**config.mk**
```make
export PLATFORM = sky130hd
export DESIGN_NAME = pbs_hp_drain
export DESIGN_NICKNAME = d
export VERILOG_FILES = /design/src/rtl/pbs_pkg.sv /design/src/rtl/pbs_tick_div.sv /design/src/rtl/pbs_hp_drain.sv
export SDC_FILE = /design/constraint.sdc
export NUM_CORES = 1
export LEC_CHECK = 0
export CAP_MARGIN = 25
export CORE_MARGIN = 10
export CORE_UTILIZATION = 59
export CTS_CLUSTER_DIAMETER = 30
export CTS_CLUSTER_SIZE = 30
export DETAILED_ROUTE_END_ITERATION = 7
export GPL_ROUTABILITY_DRIVEN = 0
export GPL_TIMING_DRIVEN = 0
export PLACE_DENSITY = 0.83
export SYNTH_ARGS = -nofsm -noshare
export SYNTH_HDL_FRONTEND = slang
export SYNTH_SLANG_ARGS = --single-unit
```
**constraint.sdc**
```tcl
create_clock -name clk -period 7.3 [get_ports clk]
set_input_delay 1.46 -clock clk [delete_from_list [all_inputs] [get_ports clk]]
set_output_delay 1.46 -clock clk [all_outputs]
set_load 0.1 [all_outputs]
```
**src/rtl/pbs_pkg.sv**
```systemverilog
// ---------------------------------------------------------------------------
// pbs_pkg
//   Shared definitions for the battle-system datapath.
//   - DEF_HP_W / DEF_MAX_HP : default HP width and full-health value
//   - state_t               : HP-drain FSM state encoding (S_IDLE/S_DRAIN/S_DONE)
//   - target_t              : which combatant a damage request hits
// ---------------------------------------------------------------------------
package pbs_pkg;

    localparam int DEF_HP_W   = 8;
    localparam int DEF_MAX_HP = 100;

    typedef enum logic [1:0] {
        S_IDLE  = 2'd0,
        S_DRAIN = 2'd1,
        S_DONE  = 2'd2
    } state_t;

    typedef enum logic {
        TGT_PLAYER = 1'b0,
        TGT_AI     = 1'b1
    } target_t;

endpackage

```
**src/rtl/pbs_tick_div.sv**
```systemverilog
// ---------------------------------------------------------------------------
// pbs_tick_div
//   Rate divider that paces the HP drain animation. While en is high the
//   counter walks 0..TICK_DIV-1; tick is high during the cycle in which the
//   counter sits at TICK_DIV-1, and the counter wraps to 0 on that edge.
//   Ports:
//     clk     in  clock, posedge
//     resetn  in  synchronous active-low reset (counter -> 0)
//     clear   in  synchronous clear (counter -> 0), overrides en
//     en      in  count enable
//     tick    out 1 when en and counter == TICK_DIV-1
// ---------------------------------------------------------------------------
module pbs_tick_div #(
    parameter int TICK_DIV = 1_000_000
) (
    input  logic clk,
    input  logic resetn,
    input  logic clear,
    input  logic en,
    output logic tick
);

    // A TICK_DIV of 1 still needs a 1-bit counter; it simply never leaves 0.
    localparam int               CNT_W    = (TICK_DIV > 1) ? $clog2(TICK_DIV) : 1;
    localparam logic [CNT_W-1:0] CNT_LAST = CNT_W'(TICK_DIV - 1);
    localparam logic [CNT_W-1:0] CNT_ONE  = CNT_W'(1);

    logic [CNT_W-1:0] count;

    assign tick = en && (count == CNT_LAST);

    // Free-running divider counter, held at zero whenever the drain is not active.
    always_ff @(posedge clk) begin
        if (!resetn || clear) begin
            count <= '0;
        end else if (en) begin
            if (tick) begin
                count <= '0;
            end else begin
                count <= count + CNT_ONE;
            end
        end
    end

endmodule

```
**src/rtl/pbs_hp_drain.sv**
```systemverilog
// ---------------------------------------------------------------------------
// pbs_hp_drain
//   Holds player and AI hit points. Each accepted apply_ad/apply_pd request
//   drains the target's HP by one unit per divider tick until the requested
//   damage is spent or the target reaches 0, then pulses done for one cycle.
//   Ports:
//     clk         in   clock, posedge
//     resetn      in   synchronous active-low reset
//     start_game  in   reload both HP to MAX_HP, abort any drain (top priority)
//     apply_ad    in   damage the AI (wins if apply_pd is also high)
//     apply_pd    in   damage the player
//     damage      in   damage amount, sampled with the accepted request
//     busy        out  drain in progress; requests ignored
//     done        out  one-cycle pulse when the request is fully applied
//     hp_is_zero  out  player_hp == 0 || ai_hp == 0
//     player_hp   out  current player HP
//     ai_hp       out  current AI HP
// ---------------------------------------------------------------------------
module pbs_hp_drain
    import pbs_pkg::*;
#(
    parameter int HP_W     = DEF_HP_W,
    parameter int MAX_HP   = DEF_MAX_HP,
    parameter int TICK_DIV = 1_000_000
) (
    input  logic            clk,
    input  logic            resetn,
    input  logic            start_game,
    input  logic            apply_ad,
    input  logic            apply_pd,
    input  logic [HP_W-1:0] damage,
    output logic            busy,
    output logic            done,
    output logic            hp_is_zero,
    output logic [HP_W-1:0] player_hp,
    output logic [HP_W-1:0] ai_hp
);

    localparam logic [HP_W-1:0] HP_FULL = HP_W'(MAX_HP);
    localparam logic [HP_W-1:0] HP_ZERO = '0;
    localparam logic [HP_W-1:0] HP_ONE  = HP_W'(1);

    state_t          state;
    target_t         target;
    logic [HP_W-1:0] remaining;

    logic            tick;
    logic            div_clear;
    logic            div_en;

    target_t         req_target;
    logic [HP_W-1:0] req_hp;
    logic [HP_W-1:0] tgt_hp;
    logic [HP_W-1:0] other_hp;
    logic [HP_W-1:0] tgt_hp_dec;
    logic [HP_W-1:0] remaining_dec;

    // The divider only runs while draining; start_game must also zero it on
    // the abort edge rather than letting it advance one more step.
    assign div_en    = (state == S_DRAIN);
    assign div_clear = (state != S_DRAIN) || start_game;

    pbs_tick_div #(
        .TICK_DIV (TICK_DIV)
    ) u_tick_div (
        .clk    (clk),
        .resetn (resetn),
        .clear  (div_clear),
        .en     (div_en),
        .tick   (tick)
    );

    // Request decode plus saturating "next" values for the latched target.
    // hp_is_zero is loaded from these so it moves on the same edge as the HP.
    always_comb begin
        req_target    = apply_ad ? TGT_AI : TGT_PLAYER;
        req_hp        = (req_target == TGT_AI) ? ai_hp : player_hp;
        tgt_hp        = (target == TGT_AI) ? ai_hp : player_hp;
        other_hp      = (target == TGT_AI) ? player_hp : ai_hp;
        tgt_hp_dec    = (tgt_hp == HP_ZERO) ? HP_ZERO : (tgt_hp - HP_ONE);
        remaining_dec = (remaining == HP_ZERO) ? HP_ZERO : (remaining - HP_ONE);
    end

    // Drain FSM with registered busy/done/hp_is_zero. start_game outranks
    // every state and never produces a done pulse.
    always_ff @(posedge clk) begin
        if (!resetn) begin
            state      <= S_IDLE;
            target     <= TGT_PLAYER;
            remaining  <= HP_ZERO;
            player_hp  <= HP_FULL;
            ai_hp      <= HP_FULL;
            busy       <= 1'b0;
            done       <= 1'b0;
            hp_is_zero <= 1'b0;
        end else if (start_game) begin
            state      <= S_IDLE;
            remaining  <= HP_ZERO;
            player_hp  <= HP_FULL;
            ai_hp      <= HP_FULL;
            busy       <= 1'b0;
            done       <= 1'b0;
            hp_is_zero <= 1'b0;
        end else begin
            case (state)
                S_IDLE: begin
                    done <= 1'b0;
                    if (apply_ad || apply_pd) begin
                        target    <= req_target;
                        remaining <= damage;
                        // Nothing to drain: report completion immediately.
                        if ((damage == HP_ZERO) || (req_hp == HP_ZERO)) begin
                            state <= S_DONE;
                            busy  <= 1'b0;
                            done  <= 1'b1;
                        end else begin
                            state <= S_DRAIN;
                            busy  <= 1'b1;
                        end
                    end
                end

                S_DRAIN: begin
                    if (tick) begin
                        if (target == TGT_AI) begin
                            ai_hp <= tgt_hp_dec;
                        end else begin
                            player_hp <= tgt_hp_dec;
                        end
                        remaining  <= remaining_dec;
                        hp_is_zero <= (tgt_hp_dec == HP_ZERO) || (other_hp == HP_ZERO);
                        if ((remaining_dec == HP_ZERO) || (tgt_hp_dec == HP_ZERO)) begin
                            state <= S_DONE;
                            busy  <= 1'b0;
                            done  <= 1'b1;
                        end
                    end
                end

                S_DONE: begin
                    state <= S_IDLE;
                    done  <= 1'b0;
                end

                default: begin
                    state <= S_IDLE;
                    busy  <= 1'b0;
                    done  <= 1'b0;
                end
            endcase
        end
    end

endmodule

```
==> Word level (Yosys, flattened, before mapping) <==
Cells that the tools add are included.
{ "word_totals": {"rom_bits": 0, "latch_bits": 0, "ram_bits": 0, "n_memories": 0, "in_bits": 13, "ff_bits": 50} }
{ "op_classes": {"addsub": 3, "muxes": 25, "bitwise_logic": 4, "magnitude_cmp": 0, "div": 0, "eq_ne": 7, "multipliers": 0, "n_reduce_logical": 26, "n_shift": 0} }
{ "op_table": {"columns": ["cell", "count"], "rows": [
  ["$logic_not A8 Y1", 7],
  ["$mux W8", 7],
  ["$add A20 B1 Y20 const B", 1],
  ["$eq A20 B20 Y1 const B", 1],
  ["$mux W20", 1],
  ["$pmux W8 S2", 1],
  ["$sub A8 B1 Y8 const B", 2],
  ["$reduce_and A3 Y1", 5],
  ["$mux W1", 9],
  ["$mux W2", 4],
  ["$logic_or A1 B1 Y1", 6],
  ["$ne A2 B2 Y1 const B", 3],
  ["$not A1 Y1", 4],
  ["$pmux W2 S2", 1],
  ["$reduce_and A2 Y1", 2],
  ["$reduce_and A4 Y1", 1],
  ["$pmux W1 S3", 1],
  ["$eq A2 B1 Y1 const B", 1],
  ["$eq A2 B2 Y1 const B", 1],
  ["$logic_not A2 Y1", 1],
  ["$ne A2 B1 Y1 const B", 1],
  ["$pmux W1 S2", 1],
  ["$reduce_bool A2 Y1", 1],
  ["$reduce_or A2 Y1", 1],
  ["2 further kinds", 2]
]} }

==> Logic depth before layout (Yosys ltp) <==
{ "logic_depth": {"depth_word": 8, "ltp_mapped": 11, "mapped_depth_nobuf": 9} }

==> Cells and area by module <==
Synthesis repeated with hierarchy kept, for this count alone.
{ "hier_totals": {"cells_unflattened": 345, "area_unflattened_um2": 2840.2} }
{ "by_module_without_submodules": {"columns": ["module", "cells_each", "area_per_inst_um2", "seq_area_each_um2", "instances"], "rows": [
  ["pbs_hp_drain", 233, 1851.8, 600.6, 1],
  ["pbs_tick_div", 112, 988.4, 400.4, 1]
]} }

==> Worst setup path before layout <==
Ideal clock, no wire load.
{ "synth_timing": {"path_type": "register to register", "start": "register ai_hp[0]", "end": "register hp_is_zero", "slack_ns": 4.417, "required_ns": 7.225, "setup_ns": 0.075, "arrival_time_ns": 2.808, "path_buffers": 1, "stages_incl_launch_ff": 10, "cell_sequence": "dfxtp_1 > mux2_2 > inv_1 > ha_1 > clkbuf_1 > and2_1 > a31oi_4 > nand2_1 > or4_4 > a31oi_1"} }
{ "synth_via": {"elab_chain_len": 5} }
{ "synth_rtl": {"columns": ["item", "line", "source"], "rows": [
  ["from (decl)", "pbs_hp_drain.sv:36", "output logic [HP_W-1:0] ai_hp"],
  ["from (signal assigned)", "pbs_hp_drain.sv:126", "ai_hp <= tgt_hp_dec;"],
  ["$mux W8", "pbs_hp_drain.sv:78", "tgt_hp = (target == TGT_AI) ? ai_hp : player_hp;"],
  ["$sub A8 B1 Y8 or $logic_not A8 Y1 (tied branches)", "pbs_hp_drain.sv:80", "tgt_hp_dec = (tgt_hp == HP_ZERO) ? HP_ZERO : (tgt_hp - HP_ONE);"],
  ["$mux W8", "pbs_hp_drain.sv:80", null],
  ["$logic_not A8 Y1", "pbs_hp_drain.sv:131", "hp_is_zero <= (tgt_hp_dec == HP_ZERO) || (other_hp == HP_ZERO);"],
  ["$logic_or A1 B1 Y1 *", "pbs_hp_drain.sv:131", null],
  ["to (signal assigned)", "pbs_hp_drain.sv:131", null],
  ["to (decl)", "pbs_hp_drain.sv:34", "output logic hp_is_zero,"]
]} }
Mark *: on every way between the ends. The rest lies on a longest branch, timed or not.
A chain may end at the register's enable or synchronous reset.

==> Worst setup path in the final report <==
{ "layout_timing": {"start": "register player_hp[3]", "end": "output port player_hp[3]"} }
{ "layout_lines": {"columns": ["item", "line", "source"], "rows": [
  ["from (decl)", "pbs_hp_drain.sv:35", "output logic [HP_W-1:0] player_hp,"],
  ["from (signal assigned)", "pbs_hp_drain.sv:128", "player_hp <= tgt_hp_dec;"]
]} }
No word-level cell between the ends.

==> metrics.md <==
| Metric | Value |
|---|---|
| RSZ-0062 raised after global routing | `false` |
| P&R area growth vs syn | `17.0%` |
| Post-CTS Setup Bufs | `0` |
| P_sw | `0.150 mW` |
| Core area | `4820 µm²` |
| DP Wirelength | `5750 µm` |
| Number of max-cap violations | `0` |
| Gr ovfl total | `0` |
| Top Family by Delay on Critical Path | `buffers and inverters` |
| R2r startpoint | `target` |
| Net Sw Frac | `26.7%` |
| Critical Path End Type | `output pin` |
| Post-CTS Hold Fix Bufs | `0` |
| Total GRT Usage | `18.0%` |
| Synth Area per Inst | `8.39 µm²` |
| IR drop worst, VDD | `155 µV` |
| Via density | `6.16` |
| Inserted Clock Buffers | `5` |
| Setup violators final | `0` |
| Die area | `8320 µm²` |
| Internal | `0.411 mW` |
| Worst EP arrival | `2.01 ns` |
| Routed wire per std cell | `16.5 µm` |
| WP buf/inv | `1` |
| Top cell type's share of synthesized area | `33.4%` |
| PD cells | `160 nW/µm²` |
| Clock Path Buffers | `2` |
| Crit-path cells | `clkdlybuf4s50_1` |
| Yosys top cell by area | `dfxtp_1` |
| Maximum number of pins on one net before global-route repair | `17` |
| Flop pwr share | `50.1%` |
| TNS Setup | `0 ns` |
| Clock-pin slew on the worst setup and hold paths | `0.10 ns` |
| Drt first pass iters | `5` |
| Post-synth top flop | `dfxtp_1` |
| Post-CTS Resized | `0` |
| Crit path max fanout | `7` |
| Worst-margin pin slew | `1.00 ns` |
| CTS tree | `built` |
| Initial core utilization | `62.2%` |
| DRC Markers | `0` |
| Seq/Total Area, Yosys | `33.4%` |
| Top post-synthesis cells by count | `55 x nor2_1, 50 x dfxtp_1, 25 x nand2_1` |
| Worst hold-check path type | `register to register` |
| Synth top area cells | `dfxtp_1 33%, nor2_1 6.9%, xor2_1 3.5%, a21oi_1 3.3%, mux2i_1 3.3%` |
| Slew headroom | `32.8%` |
| Gate Count Post-Synth | `357` |
| Static Leak | `1.27 nW` |
| Crit path launch | `player_hp[3]` |
| TritonCTS Sinks | `50` |
| Min-delay src | `player_hp[1]` |
| Distinct cell type count after synthesis | `66` |
| Period minus WS final | `3.47 ns` |
| Crit share post-route | `47.5%` |
| Fmax achieved | `0.288 GHz` |
| Clock skew | `0.0139 ns` |
| Clock tree root driver cell | `clkbuf_8` |
| Final total power | `0.561 mW` |
| Yosys warnings | `0` |
| Global-route wire length before repair | `12900 µm` |
| Crit Path Class | `register to output pin` |
| Syn Nets | `375` |
| Crit path required time | `5.84 ns` |
| Number of global-route vias before repair | `2639` |
| Worst skew pair latency | `0.31 ns` |
| Die W | `91.2 µm` |
| Synth async-reset ratio | `0%` |
| Number of slew-limit violations in the final report | `0` |
| FP Rows | `25` |
| Detailed Route Iter0 Violations | `251` |
| Combinational Power Share | `14.3%` |
| Vias | `2850` |
| Io pins | `32` |
| Top-count cell post-synth | `nor2_1` |
| Post-route ant nets | `0` |
| Hold Vio Cnt, Final | `0` |
| Power share of the clock group | `35.6%` |
| H-tree depth | `2` |
| #FFs+latches synth | `50` |
| Slowest-stage cell, CP | `clkdlybuf4s50_1` |
| DRT Wirelength | `7660 µm` |
| Number of nets in the layout | `413` |
| Die H | `91.2 µm` |
| Max stage delay on crit path | `1.22 ns` |
| Area of the mapped netlist | `2990 µm²` |
| Run status | `completed` |
| # port buffers | `31` |
| EDFF count, synth | `0` |
| Startpoint types | `register` |
| Share of cells above drive strength 1 | `10.9%` |
| Initial antenna violation count | `0` |
| N_diodes | `0` |
[cell usage in the layout (no fill, tap or decap), drive strengths merged, types with 10 or more instances in the layout]
master         count
nor2              55
dfxtp             50
clkdlybuf4s50     31
nand2             27
a21oi             20
nor3              19
clkbuf            13
xor2              12
nand3             11
inv               10
mux2i             10
xnor2             10
buf               10
[flip-flops by register name (all words and copies together) (netlist names)]
signal            flops
remaining             8
u_tick_div.count     20
player_hp             8
ai_hp                 8
done                  1
target                1
state                 2
hp_is_zero            1
busy                  1
[logic make-up after synthesis]
| kind of cell | Yosys count | share of synthesized area [%] |
|---|---|---|
| flip-flops | 50 | 33.4 |
| multiplexers | 16 | 5.72 |
| AO/OA/AOI/OAI | 70 | 17.3 |
| AND/OR/NAND/NOR | 166 | 30.2 |
| XOR/XNOR | 22 | 6.44 |
| buffers and inverters | 28 | 4.81 |
| adder cells (fa/ha/maj) | 5 | 2.09 |
[worst reg2reg max path: stages (launching register included)]
cell and delay (ns):
dfxtp_1 0.33, buf_6 0.13, mux2_2 0.37, inv_1 0.08, ha_1 0.13, clkbuf_1 0.34
nor4b_2 0.30, a311oi_1 0.12, a31oi_4 0.21, nand2_1 0.11, or4_4 0.53, a31oi_1 0.14
[layer usage]
layer  vias to the layer above  part of all wire (%)  track usage (%)
li1                       1366                     -                -
met1                      1362                    42             22.5
met2                       102                    49             31.1
met3                        20                   7.0             3.29
met4                         0                   1.5             4.31
met5                         -                     0                0
[layout make-up]
class / instances / area (µm²)
multi-input combinational: 279 / 1850
fill: 412 / 1320
sequential: 50 / 1000
timing repair buffer: 31 / 310
buffer: 18 / 106
tap: 67 / 83.8
clock buffer: 5 / 68.8
clock inverter: 3 / 45.0
inverter: 10 / 37.5
[worst paths after layout]
| kind | cells after the start | end | slack (ns) |
|---|---|---|---|
| max | 1 | player_hp[3] | 3.83 |
| min | 2 | player_hp[1] | 0.51 |
| max reg2reg | 11 | hp_is_zero | 4.44 |
| min reg2reg | 2 | player_hp[1] | 0.51 |
[power groups by stage]
stage | Combinational (mW) | Clock [mW] | Sequential [mW]
CTS | 0.0791 | 0.201 | 0.281
floorplan | 0.0524 | 0 | 0.291
global placement | 0.0768 | 0 | 0.287
finish | 0.0802 | 0.200 | 0.281
detailed placement | 0.0784 | 0 | 0.288
global route | 0.0877 | 0.212 | 0.282
[metrics by stage]
stage | cell area (µm²) | setup WS [ns] | hold slack [ns] | std cells | util, %
floorplan | 2990 | 4.42 | 0.437 | 357 | -
CTS | 3500 | 3.85 | 0.502 | 463 | 72.7
detailed placement | 3390 | 4.05 | 0.489 | 455 | 70.3
global route | 3500 | 3.80 | 0.542 | 463 | 72.7
global placement | 3390 | 4.14 | 0.457 | 455 | 70.3
finish | 3500 | 3.83 | 0.509 | 463 | 72.7
(Power assumes the default switching activity.)
